===== config.mk =====
export PLATFORM = sky130hd
export DESIGN_NAME = mem_arbiter
export DESIGN_NICKNAME = d
export VERILOG_FILES = /design/src/rtl/mem_arbiter_pkg.sv /design/src/rtl/mem_arb_prio.sv /design/src/rtl/mem_arbiter.sv
export SDC_FILE = /design/constraint.sdc
export NUM_CORES = 1
export LEC_CHECK = 0
export CAP_MARGIN = 10
export CORE_ASPECT_RATIO = 1.2
export CORE_MARGIN = 5
export CORE_UTILIZATION = 38
export DETAILED_ROUTE_END_ITERATION = 10
export HOLD_SLACK_MARGIN = 0.02
export PLACE_DENSITY = 0.87
export SETUP_SLACK_MARGIN = 0.02
export SLEW_MARGIN = 20
export SYNTH_ARGS = -nofsm -noshare
export SYNTH_HDL_FRONTEND = slang
export SYNTH_HIERARCHICAL = 1
export SYNTH_SLANG_ARGS = --single-unit

===== constraint.sdc =====
create_clock -name clk -period 4.1 [get_ports clk]
set_clock_uncertainty 0.2 [all_clocks]
set_input_delay 0.615 -clock clk [delete_from_list [all_inputs] [get_ports clk]]
set_output_delay 0.615 -clock clk [all_outputs]
set_load 0.05 [all_outputs]

===== src/rtl/mem_arbiter_pkg.sv =====
`default_nettype none
// ============================================================================
// Module : mem_arbiter_pkg
// Brief  : Shared types and constants for the fetch/data memory-port arbiter.
// Rev    : 1.0  initial release
// ============================================================================
package mem_arbiter_pkg;

    typedef enum logic [1:0] {
        ST_IDLE   = 2'd0,
        ST_BUSY_D = 2'd1,
        ST_BUSY_I = 2'd2
    } arb_state_e;

    typedef enum logic {
        OWNER_D = 1'b0,
        OWNER_I = 1'b1
    } owner_e;

    localparam logic [3:0] c_fetch_byte_sel   = 4'b1111;
    localparam int         c_max_d_burst_dflt = 4;
    localparam int         c_timeout_dflt     = 64;

    // Bits needed to hold the values 0..max_val.
    function automatic int cnt_width(input int max_val);
        return (max_val < 2) ? 1 : $clog2(max_val + 1);
    endfunction

endpackage
`default_nettype wire


===== src/rtl/mem_arb_prio.sv =====
`default_nettype none
// ============================================================================
// Module : mem_arb_prio
// Brief  : Combinational grant decision between fetch and data requesters.
// Rev    : 1.0  initial release
// ============================================================================
module mem_arb_prio (
    input  logic i_req,
    input  logic d_req,
    input  logic i_flush,
    input  logic burst_full,
    output logic grant_i,
    output logic grant_d
);

    logic w_fetch_ok;

    // A fetch killed by a jump in this same cycle never reaches the bus.
    assign w_fetch_ok = i_req & ~i_flush;
    assign grant_i    = w_fetch_ok & (burst_full | ~d_req);
    assign grant_d    = d_req & ~grant_i;

endmodule
`default_nettype wire


===== src/rtl/mem_arbiter.sv =====
`default_nettype none
// ============================================================================
// Module : mem_arbiter
// Brief  : Shares one system-bus memory port between fetch and data requesters.
// Rev    : 1.0  initial release
// ============================================================================
module mem_arbiter
    import mem_arbiter_pkg::*;
#(
    parameter int MAX_D_BURST = c_max_d_burst_dflt,
    parameter int TIMEOUT     = c_timeout_dflt
) (
    input  logic        clk,
    input  logic        rst,
    input  logic        i_req_i,
    input  logic [31:0] i_addr_i,
    output logic        i_done_o,
    output logic [31:0] i_rdata_o,
    input  logic        i_flush_i,
    input  logic        d_req_i,
    input  logic        d_we_i,
    input  logic [31:0] d_addr_i,
    input  logic [31:0] d_wdata_i,
    input  logic [3:0]  d_byte_sel_i,
    output logic        d_done_o,
    output logic [31:0] d_rdata_o,
    output logic        err_o,
    output logic        hold_o,
    output logic        mem_req_o,
    output logic        mem_we_o,
    output logic [31:0] mem_addr_o,
    output logic [31:0] mem_wdata_o,
    output logic [3:0]  mem_byte_sel_o,
    input  logic        mem_ack_i,
    input  logic [31:0] mem_rdata_i
);

    localparam int c_burst_w = cnt_width(MAX_D_BURST);
    localparam int c_to_w    = cnt_width(TIMEOUT);
    localparam logic [c_burst_w-1:0] c_burst_max = c_burst_w'(MAX_D_BURST);
    localparam logic [c_to_w-1:0]    c_to_max    = c_to_w'(TIMEOUT);

    arb_state_e             r_state;
    arb_state_e             w_state_nxt;
    logic [c_burst_w-1:0]   r_burst_cnt;
    logic [c_to_w-1:0]      r_to_cnt;
    logic                   r_discard;

    logic                   w_idle;
    logic                   w_busy;
    logic                   w_pri_i;
    logic                   w_pri_d;
    logic                   w_grant_i;
    logic                   w_grant_d;
    owner_e                 w_grant_owner;
    logic                   w_timeout;
    logic                   w_end;
    logic [31:0]            w_rdata;

    assign w_idle = (r_state == ST_IDLE);
    assign w_busy = ~w_idle;

    mem_arb_prio u_prio (
        .i_req      (i_req_i),
        .d_req      (d_req_i),
        .i_flush    (i_flush_i),
        .burst_full (r_burst_cnt == c_burst_max),
        .grant_i    (w_pri_i),
        .grant_d    (w_pri_d)
    );

    assign w_grant_i     = w_idle & w_pri_i;
    assign w_grant_d     = w_idle & w_pri_d;
    assign w_grant_owner = w_grant_d ? OWNER_D : OWNER_I;

    // A zero TIMEOUT leaves the comparison permanently false.
    assign w_timeout = (TIMEOUT != 0) && (r_to_cnt == c_to_max);
    assign w_end     = w_busy & (mem_ack_i | w_timeout);
    assign w_rdata   = mem_ack_i ? mem_rdata_i : 32'd0;

    assign d_done_o  = w_end & (r_state == ST_BUSY_D);
    assign i_done_o  = w_end & (r_state == ST_BUSY_I) & ~r_discard & ~i_flush_i;
    assign d_rdata_o = d_done_o ? w_rdata : 32'd0;
    assign i_rdata_o = i_done_o ? w_rdata : 32'd0;
    assign err_o     = w_end & ~mem_ack_i & (d_done_o | i_done_o);
    assign hold_o    = (d_req_i & ~d_done_o) | (i_req_i & ~i_done_o);

    always_comb begin
        w_state_nxt = r_state;
        unique case (r_state)
            ST_IDLE: begin
                if (w_grant_d) begin
                    w_state_nxt = ST_BUSY_D;
                end else if (w_grant_i) begin
                    w_state_nxt = ST_BUSY_I;
                end
            end
            ST_BUSY_D, ST_BUSY_I: begin
                if (w_end) begin
                    w_state_nxt = ST_IDLE;
                end
            end
            default: w_state_nxt = ST_IDLE;
        endcase
    end

    always_ff @(posedge clk) begin
        if (rst) begin
            r_state        <= ST_IDLE;
            r_burst_cnt    <= '0;
            r_to_cnt       <= '0;
            r_discard      <= 1'b0;
            mem_req_o      <= 1'b0;
            mem_we_o       <= 1'b0;
            mem_addr_o     <= 32'd0;
            mem_wdata_o    <= 32'd0;
            mem_byte_sel_o <= 4'd0;
        end else begin
            r_state <= w_state_nxt;

            if (w_grant_d || w_grant_i) begin
                mem_req_o <= 1'b1;
                if (w_grant_owner == OWNER_D) begin
                    mem_we_o       <= d_we_i;
                    mem_addr_o     <= d_addr_i;
                    mem_wdata_o    <= d_wdata_i;
                    mem_byte_sel_o <= d_byte_sel_i;
                end else begin
                    mem_we_o       <= 1'b0;
                    mem_addr_o     <= i_addr_i;
                    mem_wdata_o    <= 32'd0;
                    mem_byte_sel_o <= c_fetch_byte_sel;
                end
            end else if (w_end) begin
                mem_req_o <= 1'b0;
            end

            // Counts data wins that skipped a waiting fetch.
            if (w_grant_i || (w_grant_d && !i_req_i)) begin
                r_burst_cnt <= '0;
            end else if (w_grant_d && (r_burst_cnt != c_burst_max)) begin
                r_burst_cnt <= r_burst_cnt + c_burst_w'(1);
            end

            if (w_busy && !w_end) begin
                r_to_cnt <= r_to_cnt + c_to_w'(1);
            end else begin
                r_to_cnt <= '0;
            end

            if (w_end) begin
                r_discard <= 1'b0;
            end else if ((r_state == ST_BUSY_I) && i_flush_i) begin
                r_discard <= 1'b1;
            end
        end
    end

endmodule
`default_nettype wire


==> out/results.ini <==
[placement]
post-place-cells = 880
finalWeightedCongestion = 1.00
hpwlAfterDp_um = 11600
dp_worst_setup_slack_ns = 0.569
port_buffers = 276

[clock_tree]
htree_num_levels = 3
clk_pin_slew_worst_paths_ns = 0.07
inserted_clock_buffers = 9
cts_root_buffer = clkbuf_16
cts-hold-fix-buffers = 0
tritoncts = yes
clock_latency_ns = 0.33
buffers_from_clock_root_to_sink_at_most = 2
cts_resized = 0
cts_setup_buffers = 0
numClockSinks = 83

[routing]
firstDrtPassIters = 5
finalWirelength_um = 15000
routed-via-count = 4602
drt.antenna.violating_nets = 0
wl_per_cell_um = 16.7
via_per_inst = 5.14
drt_first_iter_violations = 335
drc = 0

[setup_path]
worst_path_dominant_cell_family = buffers and inverters
worst-r2r-cell-count = 9
cp_cell_sequence = inv_1 -> ha_1 -> inv_1 -> nand2_2 -> nor2_1 -> clkdlybuf4s50_1
worst-r2r-setup-slack_ns = 1.14
critical-path-top-cell-by-count = inv_1
r2r_start = r_burst_cnt[0]
worstReg2RegEnd = mem_addr_o[29]
critPathRequiredTime_ns = 3.28
cp_data_arrival_time_ns = 2.75
critical_path_startpoint_category = flop
timing.critical_path.to_type = output port
worst_path_max_delay_cell = clkdlybuf4s50_1
worstSetupStartpoint = r_state[0]
timing.critical_path.fanout_max = 33
setup.worst_path.class = reg2out
critical_path.max_stage_delay_ns = 0.84
cp.buffers_inverters = 3

[floorplanning]
fp-row-count = 40
die_area_um2 = 12300
pin_count = 277
die_w_um = 102
floorplan.initialDensity_pct = 38.7
coreArea_um2 = 10000
die_height_um = 121

[timing]
unrepaired_setup_endpoints_after_global_routing = no
final_min_period_over_clock_period_pct = 86.9
fin_ws_ns = 0.537
max_clock_freq_mhz = 281
finalHoldViolations = 0
finalWorstPathRequiredPeriod_ns = 3.56
final-setup-viol-count = 0
setup_tns_final_ns = 0
slew_viol_final = 0
worst_pin_slew_ns = 0.760
maxSlewHeadroom_pct = 49.2

[layout]
most_frequent_cells_in_the_layout = clkdlybuf4s50_1, nor2_1, nand2_1
finalNetCount = 911
ff_latch_area_um2 = 1660
fillerInstances = 823
fin_cells = 896
share_of_layout_cells_above_drive_strength_1_pct = 9.35
fin_util_pct = 68.1
num_antenna_cells = 0
multi_input_area_um2 = 1920
flow.area_growth_from_synthesis_pct = 76.2
layout.cells.most_common = clkdlybuf4s50_1

[global_route]
grt_max_degree = 69
grt_util_all_layers_pct = 23.2
wire_length_of_the_first_global_routing_pass_um = 23100
via_count_of_the_first_global_routing_pass = 4564
grt_antenna_before_repair = 0
grt.overflow.total = 0

[min_path]
worst_hold_startpoint = mem_req_o
hold-path-cell-count = 2
holdCritPathClass = reg2reg
min_delay_worst_endpoint = mem_req_o

[synthesis]
netlist_area_um2 = 3870
synthCells = 511
postSynthRegisterBits = 83
yosys.area_share.adder_pct = 2.26
synth_xor_area_share_pct = 0.679
synth_compound_gate_area_share_pct = 18.4
synth_area_leader_cell = dfxtp_1
yosys_warnings = 6
main_combinational_cell_family_by_area_after_synthesis = simple AND/OR/NAND/NOR gates
synth.lib_cells_used.distinct = 37
synthSimpleGateAreaFrac_pct = 28.0
synth.avg_cell_area_um2 = 7.57
synth.area.mux_share_pct = 0
synth_fp_nets = 657
synth_top_area_share_pct = 42.9
synth.area.top_cells = dfxtp_1, nor2_1, nand2_1, a311oi_1, a22oi_1
synth_seq_area_share_pct = 42.9

[power_and_ir_drop]
vdd_ir_drop_max_mv = 0.192
swShare_pct = 34.7
proportion_of_power_drawn_by_the_clock_network_pct = 30.0
power.internal_w = 0.00171
comb_power_share_pct = 34.5
p_leak_nw = 2.71
sequentialPowerShare_pct = 35.5
powerDensity_nw_per_um2 = 384
switchingPower_w = 0.000908
total_power_w = 0.00262

[outcome]
result_of_the_run = finished clean

[run]
timing.max_cap.violations = 0

## cells in the mapped netlist
cell and n:
ha_1 7, nand2_1 100, nor4_1 2, o21a_1 2, nand3_1 6, xnor2_1 1
nor3b_1 1, a21oi_2 2, clkbuf_1 16, nor4b_4 1, a211oi_1 4, a311oi_1 31
o21ai_1 1, a2111o_1 1, a31oi_1 1, nor3_1 5, inv_1 13, a311o_1 1
dfxtp_1 83, o21a_2 1, a221o_1 1, and2_1 1, a21oi_1 5, buf_4 7
o32ai_1 1, buf_1 1, o211a_1 1, or3_1 2, nor2_1 150, o21ai_0 5
xor2_1 2, buf_6 7, nor2b_1 3, a22o_1 1, and4b_1 1, buf_2 11
a22oi_1 33
## through the flow
step | hold WS (ns) | area (um2)
after floorplan | 0.237 | 3870
after global placement | 0.258 | 6520
after detailed placement | 0.259 | 6520
after CTS | 0.276 | 6820
after global routing | 0.318 | 6820
final | 0.272 | 6820
## tightest hold or removal path: stages, from the launching register on
cell and delay [ns]:
dfxtp_1 0.33, nor2_1 0.05, nor2_1 0.07
## state kept, by name (all words and copies together) (netlist names)
register and cells:
mem_addr_o 32, mem_wdata_o 32, r_to_cnt 7, mem_byte_sel_o 4, r_burst_cnt 3, r_state 2
mem_req_o 1, mem_we_o 1, r_discard 1
## cells by family after synthesis
| logic type | after synthesis |
|---|---|
| and+or+nand+nor | 272 |
| AOI/OAI and AO/OA | 91 |
| DFF | 83 |
| buffers and inverters | 55 |
| adders and majority gates | 7 |
| xor gates and xnor gates | 3 |
## power by group through the flow
stage,Sequential (W),Combinational (W),Clock (W)
after floorplan,0.00120,0.000305,0
after global placement,0.000940,0.000886,0
after detailed placement,0.000946,0.000904,0
after CTS,0.000930,0.000906,0.000804
after global routing,0.000939,0.000960,0.000843
final,0.000930,0.000904,0.000785
## worst max-delay path by stage
stage / endpoint / depth (start not counted)
after floorplan: err_o / 5
after global placement: d_rdata_o[7] / 6
after detailed placement: d_rdata_o[11] / 6
after CTS: d_rdata_o[6] / 6
after global routing: d_rdata_o[6] / 6
final: d_rdata_o[6] / 6
## cell type report
cell class	count	area share, %
flip-flops and latches	83	24.4
repair buffers	285	40.2
clock inverters	6	0.973
clock buffers	10	3.36
inverters	13	0.716
multi-input cells	373	28.1
well taps	126	2.31
## metal layers
| layer | vias to the layer above | wire length, um | GRT usage, % |
|---|---|---|---|
| li1 | 2223 | - | - |
| met1 | 2145 | 5740 | 28.6 |
| met2 | 204 | 7570 | 39.5 |
| met3 | 30 | 1340 | 5.37 |
| met4 | 0 | 316 | 7.79 |
| met5 | - | 0 | 0 |
(Power assumes the default switching activity.)
